File: src/rtl/regfile_pkg.sv
// Shared types and architectural constants for the multi-port register file.
package regfile_pkg;

  typedef logic [4:0]  reg_addr_t;
  typedef logic [63:0] reg_data_t;

  localparam int XZR           = 31;
  localparam int NUM_ARCH_REGS = 32;

endpackage

File: src/rtl/regfile_scoreboard.sv
// Per-register busy scoreboard with issue-time reservation, plus the
// same-cycle write-port collision detector that drives wr_conflict.
module regfile_scoreboard
  import regfile_pkg::*;
#(
  parameter int DEPTH    = NUM_ARCH_REGS,
  parameter int NWR      = 2,
  parameter int ZERO_REG = XZR,
  localparam int AW      = $clog2(DEPTH)
) (
  input  logic              clk,
  input  logic              reset,
  input  logic [NWR-1:0]    wr_en,
  input  logic [NWR*AW-1:0] wr_addr,
  input  logic              rsv_en,
  input  logic [AW-1:0]     rsv_addr,
  output logic [DEPTH-1:0]  busy,
  output logic              wr_conflict
);

  logic [DEPTH-1:0] busy_q;
  logic [DEPTH-1:0] set_vec;
  logic [DEPTH-1:0] clr_vec;
  logic             conflict_d;
  logic             conflict_q;

  function automatic logic addr_ok(input logic [AW-1:0] a);
    return (int'(a) < DEPTH) && (int'(a) != ZERO_REG);
  endfunction

  // Collisions count even for dropped targets: two ports still fought over one address.
  always_comb begin
    set_vec    = '0;
    clr_vec    = '0;
    conflict_d = 1'b0;
    if (rsv_en && addr_ok(rsv_addr))
      set_vec[rsv_addr] = 1'b1;
    for (int p = 0; p < NWR; p++) begin
      if (wr_en[p] && addr_ok(wr_addr[p*AW +: AW]))
        clr_vec[wr_addr[p*AW +: AW]] = 1'b1;
      for (int q = p + 1; q < NWR; q++) begin
        if (wr_en[p] && wr_en[q] && (wr_addr[p*AW +: AW] == wr_addr[q*AW +: AW]))
          conflict_d = 1'b1;
      end
    end
  end

  // A fresh reservation beats a retiring write to the same register.
  always_ff @(posedge clk) begin
    if (reset) begin
      busy_q     <= '0;
      conflict_q <= 1'b0;
    end else begin
      busy_q     <= (busy_q & ~clr_vec) | set_vec;
      conflict_q <= conflict_d;
    end
  end

  assign busy        = busy_q;
  assign wr_conflict = conflict_q;

endmodule

File: src/rtl/regfile_mp.sv
// NRD-read / NWR-write register file with zero register and busy scoreboard.
// Define REGFILE_BYPASS_EN to forward same-cycle write data to the read ports.
module regfile_mp
  import regfile_pkg::*;
#(
  parameter int WIDTH    = $bits(reg_data_t),
  parameter int DEPTH    = NUM_ARCH_REGS,
  parameter int NRD      = 2,
  parameter int NWR      = 2,
  parameter int ZERO_REG = XZR,
  localparam int AW      = $clog2(DEPTH)
) (
  input  logic                 clk,
  input  logic                 reset,
  input  logic [NRD*AW-1:0]    rd_addr,
  output logic [NRD*WIDTH-1:0] rd_data,
  output logic [NRD-1:0]       rd_busy,
  input  logic [NWR-1:0]       wr_en,
  input  logic [NWR*AW-1:0]    wr_addr,
  input  logic [NWR*WIDTH-1:0] wr_data,
  input  logic                 rsv_en,
  input  logic [AW-1:0]        rsv_addr,
  output logic [DEPTH-1:0]     busy,
  output logic                 wr_conflict
);

  logic [WIDTH-1:0] regs [DEPTH];

  function automatic logic addr_ok(input logic [AW-1:0] a);
    return (int'(a) < DEPTH) && (int'(a) != ZERO_REG);
  endfunction

  // Ports are applied in ascending order so the highest-index port wins a collision.
  always_ff @(posedge clk) begin
    if (reset) begin
      for (int r = 0; r < DEPTH; r++)
        regs[r] <= '0;
    end else begin
      for (int p = 0; p < NWR; p++) begin
        if (wr_en[p] && addr_ok(wr_addr[p*AW +: AW]))
          regs[wr_addr[p*AW +: AW]] <= wr_data[p*WIDTH +: WIDTH];
      end
    end
  end

  regfile_scoreboard #(
    .DEPTH    (DEPTH),
    .NWR      (NWR),
    .ZERO_REG (ZERO_REG)
  ) u_scoreboard (
    .clk         (clk),
    .reset       (reset),
    .wr_en       (wr_en),
    .wr_addr     (wr_addr),
    .rsv_en      (rsv_en),
    .rsv_addr    (rsv_addr),
    .busy        (busy),
    .wr_conflict (wr_conflict)
  );

  for (genvar i = 0; i < NRD; i++) begin : g_rd
    logic [AW-1:0]    addr;
    logic [WIDTH-1:0] data;
    logic             bsy;

    assign addr = rd_addr[i*AW +: AW];

    // Zero register and out-of-range reads fall through to 0 / not busy.
    always_comb begin
      data = '0;
      bsy  = 1'b0;
      if (addr_ok(addr)) begin
        data = regs[addr];
        bsy  = busy[addr];
`ifdef REGFILE_BYPASS_EN
        for (int p = 0; p < NWR; p++) begin
          if (wr_en[p] && (wr_addr[p*AW +: AW] == addr)) begin
            data = wr_data[p*WIDTH +: WIDTH];
            bsy  = 1'b0;
          end
        end
`endif
      end
    end

    assign rd_data[i*WIDTH +: WIDTH] = data;
    assign rd_busy[i]                = bsy;
  end

endmodule

File: config.mk
export PLATFORM = sky130hd
export DESIGN_NAME = regfile_mp
export DESIGN_NICKNAME = d
export VERILOG_FILES = /design/src/rtl/regfile_pkg.sv /design/src/rtl/regfile_scoreboard.sv /design/src/rtl/regfile_mp.sv
export SDC_FILE = /design/constraint.sdc
export NUM_CORES = 2
export LEC_CHECK = 0
export BUFFER_PORTS_ARGS = -buffer_cell sky130_fd_sc_hd__buf_2
export CAP_MARGIN = 20
export CORE_UTILIZATION = 30
export DETAILED_ROUTE_END_ITERATION = 16
export GPL_ROUTABILITY_DRIVEN = 1
export PLACE_DENSITY = 0.45
export SLEW_MARGIN = 10
export SYNTH_ARGS = -nofsm -noshare
export SYNTH_HDL_FRONTEND = slang
export SYNTH_SLANG_ARGS = --single-unit
File: constraint.sdc
create_clock -name clk -period 8.3 [get_ports clk]
set_clock_uncertainty 0.2 [all_clocks]
set_input_delay 0.83 -clock clk [delete_from_list [all_inputs] [get_ports clk]]
set_output_delay 0.83 -clock clk [all_outputs]
set_load 0.02 [all_outputs]
Word level (Yosys, flattened, before mapping)
Memory sizes are Yosys's and may differ from the RTL's.
Cells that the tools add are included.
{"block": "op_classes", "n_mux": 32, "n_bitwise": 4, "n_reduce_logical": 10, "n_eq_ne": 6, "order_cmp": 8}
{"cell": "$mux W64", "n": 4}
{"cell": "$reduce_or A64 Y1", "n": 2}
{"cell": "$mux W32", "n": 3}
{"cell": "$or A32 B32 Y32", "n": 2}
{"cell": "$and A32 B32 Y32", "n": 1}
{"cell": "$not A32 Y32", "n": 1}
{"cell": "$lt A5 B6 Y1 const B", "n": 5}
{"cell": "$ne A5 B1 Y1 const B", "n": 5}
{"cell": "$mux W1", "n": 18}
{"cell": "$demux W1 S5", "n": 3}
{"cell": "$ge A5 B1 Y1 const B", "n": 3}
{"cell": "$bmux W1 S5", "n": 2}
{"cell": "$mux W5", "n": 2}
{"cell": "$logic_and A1 B1 Y1", "n": 8}
{"cell": "$eq A5 B5 Y1", "n": 1}
{"block": "word_totals", "wordCells": 63, "ram_bits": 2048, "in_bits": 158, "register_bits": 33, "output_inout_bits": 163, "n_memories": 1}
{"name": "regs", "depth": 32, "width": 64, "rd": 2, "rd_clocked_by_memory_dff": 0, "wr": 32, "line": "regfile_mp.sv:27", "text": "logic [WIDTH-1:0] regs [DEPTH];"}

Depth between registers and ports, before layout
{"block": "depth", "ltp_word": 10, "mapped_depth": 10, "ltp_nobuf": 4}

Modules after synthesis
Synthesis repeated with hierarchy kept, for this count alone.
{"block": "unflattened", "hier_cells": 8181, "area_unflattened_um2": 118401.1}
{"mod": "regfile_mp", "area_per_inst_um2": 116735.7, "cells_each": 7987, "seq_area_each_um2": 61499.0, "instances": 1}
{"mod": "regfile_scoreboard", "area_per_inst_um2": 1665.3, "cells_each": 194, "seq_area_each_um2": 660.6, "instances": 1}

Least setup slack after synthesis
Ideal clock, no wire load.
{"block": "synth_timing", "path_type": "input to register", "startpoint": "in wr_addr[3]", "endpoint": "mem regs[4][0] (netlist name) (enable)", "setup_slack_ns": 2.558, "setup_time_ns": 0.515, "t_required_ns": 7.585, "t_arrival_ns": 5.026, "cell_stages": 5, "path_buffers": 2, "cell_sequence": "buf_4 -> nand2b_4 -> or3b_1 -> buf_2 -> o221ai_1"}
{"element": "from (decl)", "line": "regfile_mp.sv:19", "text": "input logic [NWR*AW-1:0] wr_addr,"}
{"element": "to (decl)", "line": "regfile_mp.sv:27"}

Worst setup path after layout
{"block": "layout_timing", "startpoint": "in rd_addr[3]", "endpoint": "out rd_data[3]"}
{"block": "layout_between", "elab_chain_len": 2}
{"element": "from (decl)", "line": "regfile_mp.sv:15", "text": "input logic [NRD*AW-1:0] rd_addr,"}
{"element": "$mem_v2 Z32 W64 / $ne A5 B1 Y1 (equally long branches)"}
{"element": "$mux W64 (*)", "line": "regfile_mp.sv:72", "text": "if (addr_ok(addr)) begin"}
{"element": "to (decl)", "line": "regfile_mp.sv:16", "text": "output logic [NRD*WIDTH-1:0] rd_data,"}
Mark *: on every way between the ends. The rest lies on a longest branch, timed or not.

==> key figures <==
Die
  – DIE AREA: 0.3989 mm^2
  – # IOs: 321
  – Die height: 631.6 um
  – Die Span X: between 600 and 700 um
  – Rows: 230
  – Starting Density: 30.23%
  – Core Box Area: 0.3934 mm^2

Place
  – # port buffers: 320
  – Worst slack, placed: 2.556 ns
  – Final Wtd Congestion: 0.8569
  – Area after DPL: about 0.13 mm^2
  – Hpwl dp: roughly 340 mm

Clock network
  – Cts-stage hold buffer count: 0
  – Clock transition at path regs: 0.06 ns
  – Post-CTS Setup Inserts: 0
  – Buffer depth of the longest clock path: 4
  – CTS tree: yes
  – CTS-repair resized insts: 0
  – Sink Count: approximately 2100
  – H-tree depth: 5
  – Root Buffer: clkbuf_16
  – Worst skew pair latency: roughly 0.91 ns
  – Total CTS buffers: 265

Drt
  – First-iteration detailed-routing DRC count: 13640
  – Routed wire length: roughly 620 mm
  – DRC errors left: 0
  – DR WL/cell: 45.63 um
  – Via count: 92020
  – Pre-antenna DRT Iters: 6
  – DR vias/cell: 6.796
  – Antenna-violating nets left: 0

STA
  – Crit share post-route: 71.68%
  – RSZ-0062 raised after global routing: false
  – Slew Limit Headroom: 11.57%
  – Final Max Tran Viols: 0
  – Setup TNS: 0 ns
  – Setup Viol. Count Final: 0
  – Post-route worst setup slack: 2.351 ns
  – Fin. Hold Viols: 0
  – Tightest Pin Transition: 1.326 ns
  – F_max: 168.1 MHz
  – Fin crit period: approximately 5.9 ns

Global routing
  – First-pass GRT wire length: around 820 mm
  – Total GRT Usage: around 30%
  – Vias in the first global route: approximately 90000
  – Global route overflow: 0
  – Largest net degree at the start of global routing: 98
  – Initial antenna violation count: 79

Worst setup path
  – CP Launch Type: primary input
  – Crit end category: output port
  – CP most frequent cell: buf_4
  – Crit path cell chain: buf_4, buf_4, nand3b_1, buf_4, buf_4, o221ai_1, a211oi_1, a211oi_1, buf_2
  – Data arrival, critical path: 4.92 ns
  – CP Buf/Inv Count: 5
  – Slowest CP cell: a211oi_1
  – Worst EP required: between 7 and 8 ns
  – Crit-path max FO: 31
  – Crit Path Class: primary input to output port
  – Top delay family on crit path: buffers and inverters
  – Max incr delay on CP: 0.94 ns

Logic synthesis
  – Number of library cell types mapped by synthesis: 55
  – Post-synth ARST share: 0%
  – Sequential-to-total area share from yosys stat: between 50% and 60%
  – Post-synth EDFFs: a little over 2000
  – Post-Syn Area: 0.1189 mm^2
  – Synth warn: 0
  – Yosys reg bits: approximately 2100
  – Mean Syn Cell Area: between 10 and 15 um^2
  – Synth Flop Type: edfxtp_1
  – Syn Inst Count: 8342

Status
  – Status: finished, final reports clean

Finish
  – Commonest non-fill, non-tap cells in the layout: edfxtp_1, a22o_1, mux2i_1, mux4_2, a211oi_1
  – Final Core Density: 34.00%
  – Final non-filler cell area: 0.1337 mm^2
  – Most common cell after layout, fill and taps aside: edfxtp_1
  – Share of cells above drive strength 1: 22.92%
  – P&R area growth vs syn: 12.47%
  – NumNets Final: 8244

Pwr
  – Leak: about 0.046 uW
  – Worst-case vdd ir drop: 145.4 uV
  – Pwr Total: around 28000 uW
  – Pwr Density: just over 200 mW/mm^2

Run
  – # Max-Cap Violations: 0

Worst hold path
  – Hold Path Class: primary input to flip-flop
worst paths after layout:
check | cells past startpoint | start | endpoint | slack, ns
worst max register to register | 2 | u_scoreboard.busy[28]$_SDFF_PP0_ | u_scoreboard.busy[28]$_SDFF_PP0_ | 6.94
worst max-delay path | 9 | rd_addr[3] | rd_data[3] | 2.35
worst min-delay path | 1 | reset | regs[31][29]$_DFFE_PP_ | 0.16
worst min register to register | 2 | u_scoreboard.busy[30]$_SDFF_PP0_ | u_scoreboard.busy[30]$_SDFF_PP0_ | 0.31
synthesized netlist by cell type (4+ instances only):
library cell,instances,area share [%]
nor2_2,7,0.037
mux4_2,651,12
nand2b_1,11,0.058
o221ai_1,156,1.1
inv_1,33,0.10
o22ai_1,130,0.68
mux2_2,130,1.2
o211ai_1,4,0.025
buf_4,50,0.32
and2_1,122,0.64
buf_1,30,0.095
nor3_4,16,0.22
nor2b_1,6,0.032
nand4_1,4,0.021
buf_6,32,0.30
nor3_1,7,0.029
a22o_1,1984,15
nor2_1,62,0.20
nor3_2,11,0.093
a221oi_1,17,0.13
buf_2,387,1.6
nand3_1,9,0.038
a211oi_1,380,2.4
nand4b_1,4,0.029
o21ai_0,36,0.15
nand2_1,160,0.51
clkbuf_1,751,2.4
a21oi_1,123,0.52
xnor2_1,5,0.037
dfxtp_1,33,0.56
a2bb2oi_1,121,0.89
nand3b_1,7,0.044
edfxtp_1,2048,52
mux2i_1,778,6.5
or2_2,4,0.021
power breakdown:
group / switching, uW / internal, uW
clock: 4880 / 6180
sequential: 329 / 12200
combinational: 2600 / 1300
total: 7810 / 19700
area by class of cell:
cell class                      instances  area [um^2]
Clock inverter                        121        825.8
Inverter                               34        140.1
Fill cell                           37850       259700
Timing Repair Buffer                  666         4830
Sequential cell                      2081        62160
Tap cell                             5220         6531
Clock buffer                          340         7039
Multi-Input combinational cell       5038        52110
Antenna cell                           40        100.1
layer usage:
| metal | share of wire, % | GRT usage (%) | vias to the layer above |
|---|---|---|---|
| met5 | 0.037 | 0.1570 | - |
| met3 | 10 | 7.336 | 1668 |
| li1 | - | - | 34570 |
| met2 | 45 | 46.07 | 6623 |
| met4 | 6.4 | 16.61 | 28 |
| met1 | 39 | 38.38 | 49130 |
worst reg2reg max path, delay by kind of cell, from the launching register on:
kind	cells	cell delay, ns
DFF	1	0.72
AOI/OAI and AO/OA	2	0.36
state kept, by name, indices dropped and copies added (netlist names):
name                      cells
regs                       2048
u_scoreboard.busy            32
u_scoreboard.wr_conflict      1
cells by family after synthesis:
logic type,count (synthesis),synth area share (%)
AOI/OAI and AO/OA,2953,20.57
DFF,2081,52.28
muxes,1559,20.11
buffers and inverters,1286,4.829
and+or+nand+nor,457,2.172
xor gates and xnor gates,5,0.03683
other,1,0.003154
metrics by stage:
step | hold WS [ns] | cells
after global placement | 0.2942 | 13030
final | 0.1558 | 13540
after detailed placement | 0.2916 | 13040
after global routing | 0.1399 | 13520
after floorplan | 0.3575 | 8405
after CTS | 0.09638 | 13500
Power figures use the tool's default switching activity.
